`src/rtl/serial_subtractor.sv`:
```
// serial_subtractor: bit-serial LSB-first A - B with one registered borrow and a Start/Busy/Done handshake
module serial_subtractor #(
  parameter int WIDTH = 8
) (
  input  logic             i_clk,
  input  logic             i_reset,
  input  logic             i_start,
  input  logic [WIDTH-1:0] i_a,
  input  logic [WIDTH-1:0] i_b,
  output logic             o_busy,
  output logic             o_done,
  output logic [WIDTH-1:0] o_diff,
  output logic             o_bout,
  output logic             o_ovf
);
  localparam int CW = (WIDTH > 2) ? $clog2(WIDTH) : 1;
  typedef enum logic [1:0] {IDLE, SHIFT, DONE} state_t;
  state_t           r_state, w_next;
  logic [WIDTH-1:0] r_sa, r_sb, r_res, r_diff;
  logic [CW-1:0]    r_cnt;
  logic             r_br, r_bout, r_ovf;
  logic             w_d, w_br_next, w_last;
  logic [WIDTH-1:0] w_res_next;
  assign w_d        = r_sa[0] ^ r_sb[0] ^ r_br;
  assign w_br_next  = (~r_sa[0] & r_sb[0]) | (~(r_sa[0] ^ r_sb[0]) & r_br);
  assign w_res_next = {w_d, r_res[WIDTH-1:1]};
  assign w_last     = r_cnt == CW'(WIDTH-1);
  always_ff @(posedge i_clk) begin
    if (i_reset) r_state <= IDLE;
    else         r_state <= w_next;
  end
  always_comb begin
    w_next = r_state;
    o_busy = r_state == SHIFT;
    o_done = r_state == DONE;
    case (r_state)
      IDLE:    w_next = i_start ? SHIFT : IDLE;
      SHIFT:   w_next = w_last ? DONE : SHIFT;
      default: w_next = IDLE;
    endcase
  end
  // on the last bit r_sa[0]/r_sb[0] are the captured operand MSBs and w_d is the result MSB
  always_ff @(posedge i_clk) begin
    if (i_reset) begin
      r_sa   <= '0;
      r_sb   <= '0;
      r_res  <= '0;
      r_br   <= 1'b0;
      r_cnt  <= '0;
      r_diff <= '0;
      r_bout <= 1'b0;
      r_ovf  <= 1'b0;
    end else if (r_state == IDLE && i_start) begin
      r_sa  <= i_a;
      r_sb  <= i_b;
      r_res <= '0;
      r_br  <= 1'b0;
      r_cnt <= '0;
    end else if (r_state == SHIFT) begin
      r_sa  <= r_sa >> 1;
      r_sb  <= r_sb >> 1;
      r_res <= w_res_next;
      r_br  <= w_br_next;
      r_cnt <= r_cnt + 1'b1;
      if (w_last) begin
        r_diff <= w_res_next;
        r_bout <= w_br_next;
        r_ovf  <= (r_sa[0] ^ r_sb[0]) & (w_d ^ r_sa[0]);
      end
    end
  end
  assign o_diff = r_diff;
  assign o_bout = r_bout;
  assign o_ovf  = r_ovf;
endmodule
```
`config.mk`:
```
export PLATFORM = sky130hd
export DESIGN_NAME = serial_subtractor
export DESIGN_NICKNAME = d
export VERILOG_FILES = /design/src/rtl/serial_subtractor.sv
export SDC_FILE = /design/constraint.sdc
export NUM_CORES = 1
export LEC_CHECK = 0
export ABC_AREA = 1
export CAP_MARGIN = 40
export CELL_PAD_IN_SITES_DETAIL_PLACEMENT = 1
export CELL_PAD_IN_SITES_GLOBAL_PLACEMENT = 2
export CORE_ASPECT_RATIO = 1.75
export CORE_MARGIN = 2
export CORE_UTILIZATION = 30
export CTS_BUF_LIST = sky130_fd_sc_hd__clkbuf_4
export CTS_CLUSTER_SIZE = 25
export DETAILED_ROUTE_END_ITERATION = 16
export MAX_ROUTING_LAYER = met4
export PLACE_DENSITY = 0.89
export SETUP_SLACK_MARGIN = 0.2
export SLEW_MARGIN = 25
export SYNTH_ARGS = -nofsm -noshare
export SYNTH_HDL_FRONTEND = slang
export SYNTH_SLANG_ARGS = --single-unit
```
`constraint.sdc`:
```
create_clock -name i_clk -period 1.6 [get_ports i_clk]
set_input_delay 0.32 -clock i_clk [delete_from_list [all_inputs] [get_ports i_clk]]
set_output_delay 0.32 -clock i_clk [all_outputs]
set_load 0.03 [all_outputs]
```
==> results.toml, run 1 <==
[timing]
fin_crit_sh = 0.909
finalSetupTns_ns = 0
fmax_mhz = 688
clock_skew_ns = 0.0104
post-route-min-period_ns = 1.45
tightest_slew_ns = 0.279
rsz0062_at_grt = "true"
hold_viol_final = 0
slew_viol_final = 0
whs_ns = 0.469
finalSetupViolCount = 0
timing.slew.headroom = 0.813

[global_routing]
grt_max_degree = 26
grt_overflow = 0
antenna_found_initial = 1
grt_usage = 0.151
grt_pass1_vias = 1815
grt_pass1_wl_um = 7790

[synthesis]
synth_flop_cell = "dfxtp_1"
netlist-cell-type-count = 24
ys_seq_area_frac = 0.432
yosys.area_share.simple = 0.304
synth-compound-area-share = 0.124
synth_area_per_cell_um2 = 7.31
synth_nets = 270
yosysMostFrequentCell = "nand2_1"
synth_top_family_by_area = "simple AND/OR/NAND/NOR gates"
synth_xor_area_frac = 0.00485
ys_ff_latch = 39
synth_top_cell_by_area = "dfxtp_1"
synth-edff-count = 0
postSynthCellCount = 247
yosys_warnings = 0
synth_top_area_share = 0.432
synth_common_cells = "86 x nand2_1, 39 x dfxtp_1, 28 x nand3_1"
synth_adder_area_share = 0.0319
synth_mux_area_frac = 0
syn-cell-area_um2 = 1810
synthArstFlopShare = 0
ys_top_cells_by_area = "dfxtp_1 43%, nand2_1 18%, nand3_1 7.8%, a21oi_1 6.7%, inv_1 4.6%"

[clocking]
clockBufferDepth = 2
cts_tree = "built"
clk_pin_slew_worst_paths_ns = 0.13
holdBufCountCts = 0
insertion_delay_ns = 0.36
cts_buffers = 5
cts_root_buf = "clkbuf_4"
cts-htree-levels = 2
cts_sinks = 39

[min_path]
min_to = "o_diff[0]$_SDFFE_PP0P_"
hold_class = "reg -> reg"
hold_path_depth = 2
min-delay-start = "o_diff[0]$_SDFFE_PP0P_"

[detailed_routing]
routed_wl_um = 4430
drtAntennaViolNets = 0
remaining_drc_errors = 0
routed_via_density = 4.60
drt_iter0_markers = 58
drtPass1Iterations = 4
routedWlPerCell_um = 12.1
num_vias = 1688

[worst_setup_path]
reg2reg_to = "r_sb[0]$_SDFFE_PP0P_"
cp-start-kind = "flip-flop"
cp.required_ns = 1.28
r2r_start = "r_state[0]$_SDFF_PP0_"
end_kind = "output pin"
crit_path_max_fanout = 2
regToRegSetupSlack_ns = 0.19
critPathKind = "reg -> out"
cp.arrival_ns = 1.13
reg2regPathDepth = 9

[finish]
areaGrowthSynthToFinish_pct = 34.0
multi_input_area_um2 = 880
final-seq-area_um2 = 788
nets = 310
nFillCells = 766
drive_gt1_frac = 0.229

[outcome]
status = "finished, final reports clean"

[die]
core-area_um2 = 5830
ios = 31
die_w_um = 62.6
die_h_um = 107
die_area_um2 = 6680
initial_core_util = 0.310
fp-row-count = 37

[power_and_ir_drop]
vdd_drop_max_v = 0.000457
power_density_nw_per_um2 = 851
p_leak_nw = 1.02

[placement]
io_buffers = 30
dp_hpwl_um = 3060
gp_congestion = 0.727

[run]
drv_cap = 0
## stage by stage
step	instance area, um^2	instances	total power, mW	util	setup slack [ns]
2_1_floorplan	1810	247	1.25	-	0.282
5_1_grt	2420	367	2.17	0.415	0.101
3_5_place_dp	2210	350	1.36	0.379	0.0569
3_3_place_gp	2210	350	1.35	0.379	0.0817
4_1_cts	2370	363	2.06	0.406	0.113
6_report	2420	367	2.06	0.415	0.146
## power breakdown
group / internal (mW) / switching, mW
logic: 0.166 / 0.184
registers: 1.01 / 0.0239
clock network: 0.329 / 0.348
## routing by layer
| metal | routed length [um] | part of all wire | global-route usage | vias to the layer above |
|---|---|---|---|---|
| li1 | - | - | - | 856 |
| met1 | 1760 | 0.40 | 0.151 | 798 |
| met2 | 2440 | 0.55 | 0.273 | 25 |
| met3 | 108 | 0.024 | 0.0262 | 9 |
| met4 | 123 | 0.028 | 0.0889 | 0 |
| met5 | 0 | 0 | - | - |
## worst max-delay path, cell delays in order, from the launching register on
cell     delay [ns]
dfxtp_4        0.39
buf_12         0.10
inv_4          0.03
nor2_4         0.11
buf_6          0.15
## final cells by class
type                       instances  area share
antenna                            1     0.00103
clock buffer                       5      0.0155
clock inverter                     3      0.0181
inverter                          24      0.0414
multi-input combinational        170       0.364
sequential                        39       0.326
tap                               78      0.0404
timing repair buffer              47       0.194
## logic make-up (layout without fill, tap and decap cells)
logic type / after synthesis / count (layout)
fa+ha+maj: 4 / 4
simple gates: 129 / 129
flops: 39 / 39
other cells: 0 / 1
compound gates: 36 / 36
xor+xnor: 1 / 1
buf+inv: 38 / 79
## worst max-delay path by stage
stage	start	slack (ns)	depth (start not counted)	end
global route	r_state[0]$_SDFF_PP0_	0.10	4	o_busy
finish	r_state[0]$_SDFF_PP0_	0.15	4	o_busy
global placement	i_start	0.08	5	r_sa[1]$_SDFFE_PP0P_
detailed placement	i_start	0.06	4	r_res[3]$_SDFFE_PP0N_
floorplan	r_sa[0]$_SDFFE_PP0P_	0.28	8	o_ovf$_SDFFE_PP0P_
CTS	r_state[0]$_SDFF_PP0_	0.11	4	o_busy
## sequential cells by signal, summed over array words and instances, names as in the netlist
name     cells
r_sb         8
r_res        7
o_bout       1
r_state      2
r_br         1
r_sa         8
o_ovf        1
o_diff       8
r_cnt        3
## placed cells by master, fill, tap and decap left out, types with 2 or more instances in the layout
cell type,n
ha_1,2
inv_2,2
clkdlybuf4s15_2,5
a21oi_2,8
nor2_1,8
buf_12,3
nor2_4,2
clkdlybuf4s50_1,18
nand3_1,28
inv_1,19
buf_6,4
dfxtp_2,3
buf_4,11
dfxtp_1,35
nand2_1,86
nand2_4,3
clkbuf_4,5
a21oi_1,24
inv_4,2
buf_2,3
## what timing repair did
action	4_1_cts	5_1_grt
pin swaps	3	4
endpoints found under the hold margin	0	0
setup endpoints to repair	24	39
setup buffers	5	3
gates resized for setup	44	27
No activity file was read; power rests on OpenSTA's default activity.
==> run 2: changes to the inputs <==
--- a/config.mk
+++ b/config.mk
@@ -18,6 +18,7 @@
 export MAX_ROUTING_LAYER = met4
 export PLACE_DENSITY = 0.89
 export SETUP_SLACK_MARGIN = 0.2
+export SKIP_CTS_REPAIR_TIMING = 1
 export SLEW_MARGIN = 25
 export SYNTH_ARGS = -nofsm -noshare
 export SYNTH_HDL_FRONTEND = slang
==> results.toml, run 2 (synthesis gave the netlist of run 1 again) <==
[finish]
final-seq-area_um2 = 788
drive_gt1_frac = 0.178
nFillCells = 763
layout_common_cells = "86 x nand2_1, 35 x dfxtp_1, 28 x nand3_1, 24 x a21oi_1, 19 x inv_1"
multi_input_area_um2 = 866
mostFrequentLayoutCell = "nand2_1"
nets = 309
final_area_um2 = 2420
areaGrowthSynthToFinish_pct = 34.2
final_cells = 366

[timing]
timing.slew.headroom = 0.781
fin_crit_sh = 0.941
hold_viol_final = 0
fmax_mhz = 664
finalSetupViolCount = 0
clock_skew_ns = 0.0100
tightest_slew_ns = 0.328
post-route-min-period_ns = 1.51
slew_viol_final = 0
rsz0062_at_grt = "true"

[global_routing]
grt_max_degree = 26
top_usage_layer = "met2"
gr-usage-met1 = 0.154
grt_pass1_wl_um = 7510
grtUsageMet3 = 0.0231
grt_usage = 0.144
grt_overflow = 0
antenna_found_initial = 1
grt_pass1_vias = 1739
grtUsageMet2 = 0.250

[worst_setup_path]
critPathKind = "reg -> out"
cp-start-kind = "flip-flop"
cp.arrival_ns = 1.19
cp.required_ns = 1.28
crit_path_max_fanout = 6
end_kind = "output pin"

[die]
die_area_um2 = 6680
ios = 31
die_h_um = 107
die_w_um = 62.6
core-area_um2 = 5830
fp-row-count = 37
initial_core_util = 0.310

[run]
drv_cap = 0

[clocking]
cts_tree = "built"
clk_pin_slew_worst_paths_ns = 0.13
cts_sinks = 39
cts-htree-levels = 2
clockBufferDepth = 2
insertion_delay_ns = 0.35
cts_buffers = 5
cts_root_buf = "clkbuf_4"

[detailed_routing]
drt_iter0_markers = 53
routedWlPerCell_um = 11.7
remaining_drc_errors = 0
num_vias = 1663
routed_wl_um = 4280
drtPass1Iterations = 4
drtAntennaViolNets = 0
routed_via_density = 4.54

[placement]
dp_cells = 350
placed_cell_area_um2 = 2210
io_buffers = 30
dp_hpwl_um = 3060
gp_congestion = 0.727

[power_and_ir_drop]
combPwrFrac = 0.163
switchingPower_uw = 537
internal_power_mw = 1.49
vdd_drop_max_v = 0.000475
sequentialPowerShare = 0.508
switching_share = 0.264
p_leak_nw = 1.21
power_density_nw_per_um2 = 838
clkPwrFrac = 0.329

[outcome]
status = "finished, final reports clean"

[min_path]
hold_class = "reg -> reg"
[run 2: final cells by class]
type,count,area share
multi-input combinational,170,0.357
antenna,1,0.00103
clock inverter,3,0.0181
tap,78,0.0403
inverter,24,0.0413
clock buffer,5,0.0155
timing repair buffer,46,0.201
sequential,39,0.325
[run 2: worst paths after layout]
| path | from | endpoint | slack (ns) | cells after the start |
|---|---|---|---|---|
| hold / removal | o_diff[3]$_SDFFE_PP0P_ | o_diff[3]$_SDFFE_PP0P_ | 0.47 | 2 |
| hold reg to reg | o_diff[3]$_SDFFE_PP0P_ | o_diff[3]$_SDFFE_PP0P_ | 0.47 | 2 |
| setup reg to reg | r_br$_SDFFE_PP0N_ | o_ovf$_SDFFE_PP0P_ | 0.24 | 7 |
| setup / recovery | r_state[0]$_SDFF_PP0_ | o_busy | 0.09 | 4 |
[run 2: power by group through the flow]
stage | registers, mW | clock network (mW) | logic [mW]
3_3_place_gp | 1.05 | 0 | 0.299
4_1_cts | 1.03 | 0.695 | 0.306
3_5_place_dp | 1.05 | 0 | 0.305
6_report | 1.03 | 0.667 | 0.331
5_1_grt | 1.04 | 0.738 | 0.372
2_1_floorplan | 1.05 | 0 | 0.201
[run 2: routing by layer]
layer,routed length (um),vias up
li1,-,855
met1,1780,775
met2,2300,26
met3,102,7
met4,100,0
met5,0,-
[run 2: critical path, cell delays in order, from the launching register on]
cell and delay [ns]:
dfxtp_4 0.39, buf_12 0.12, inv_6 0.03, nor2_4 0.14, buf_6 0.15
[run 2: stage by stage]
stage	TNS [ns]	power, mW	setup WS, ns	util	hold slack, ns
floorplan	0	1.25	0.282	-	0.439
global placement	0	1.35	0.0817	0.379	0.450
detailed placement	0	1.36	0.0569	0.379	0.458
CTS	-1.64	2.03	-0.297	0.393	0.477
global route	0	2.15	0.0239	0.415	0.496
finish	0	2.03	0.0943	0.415	0.468
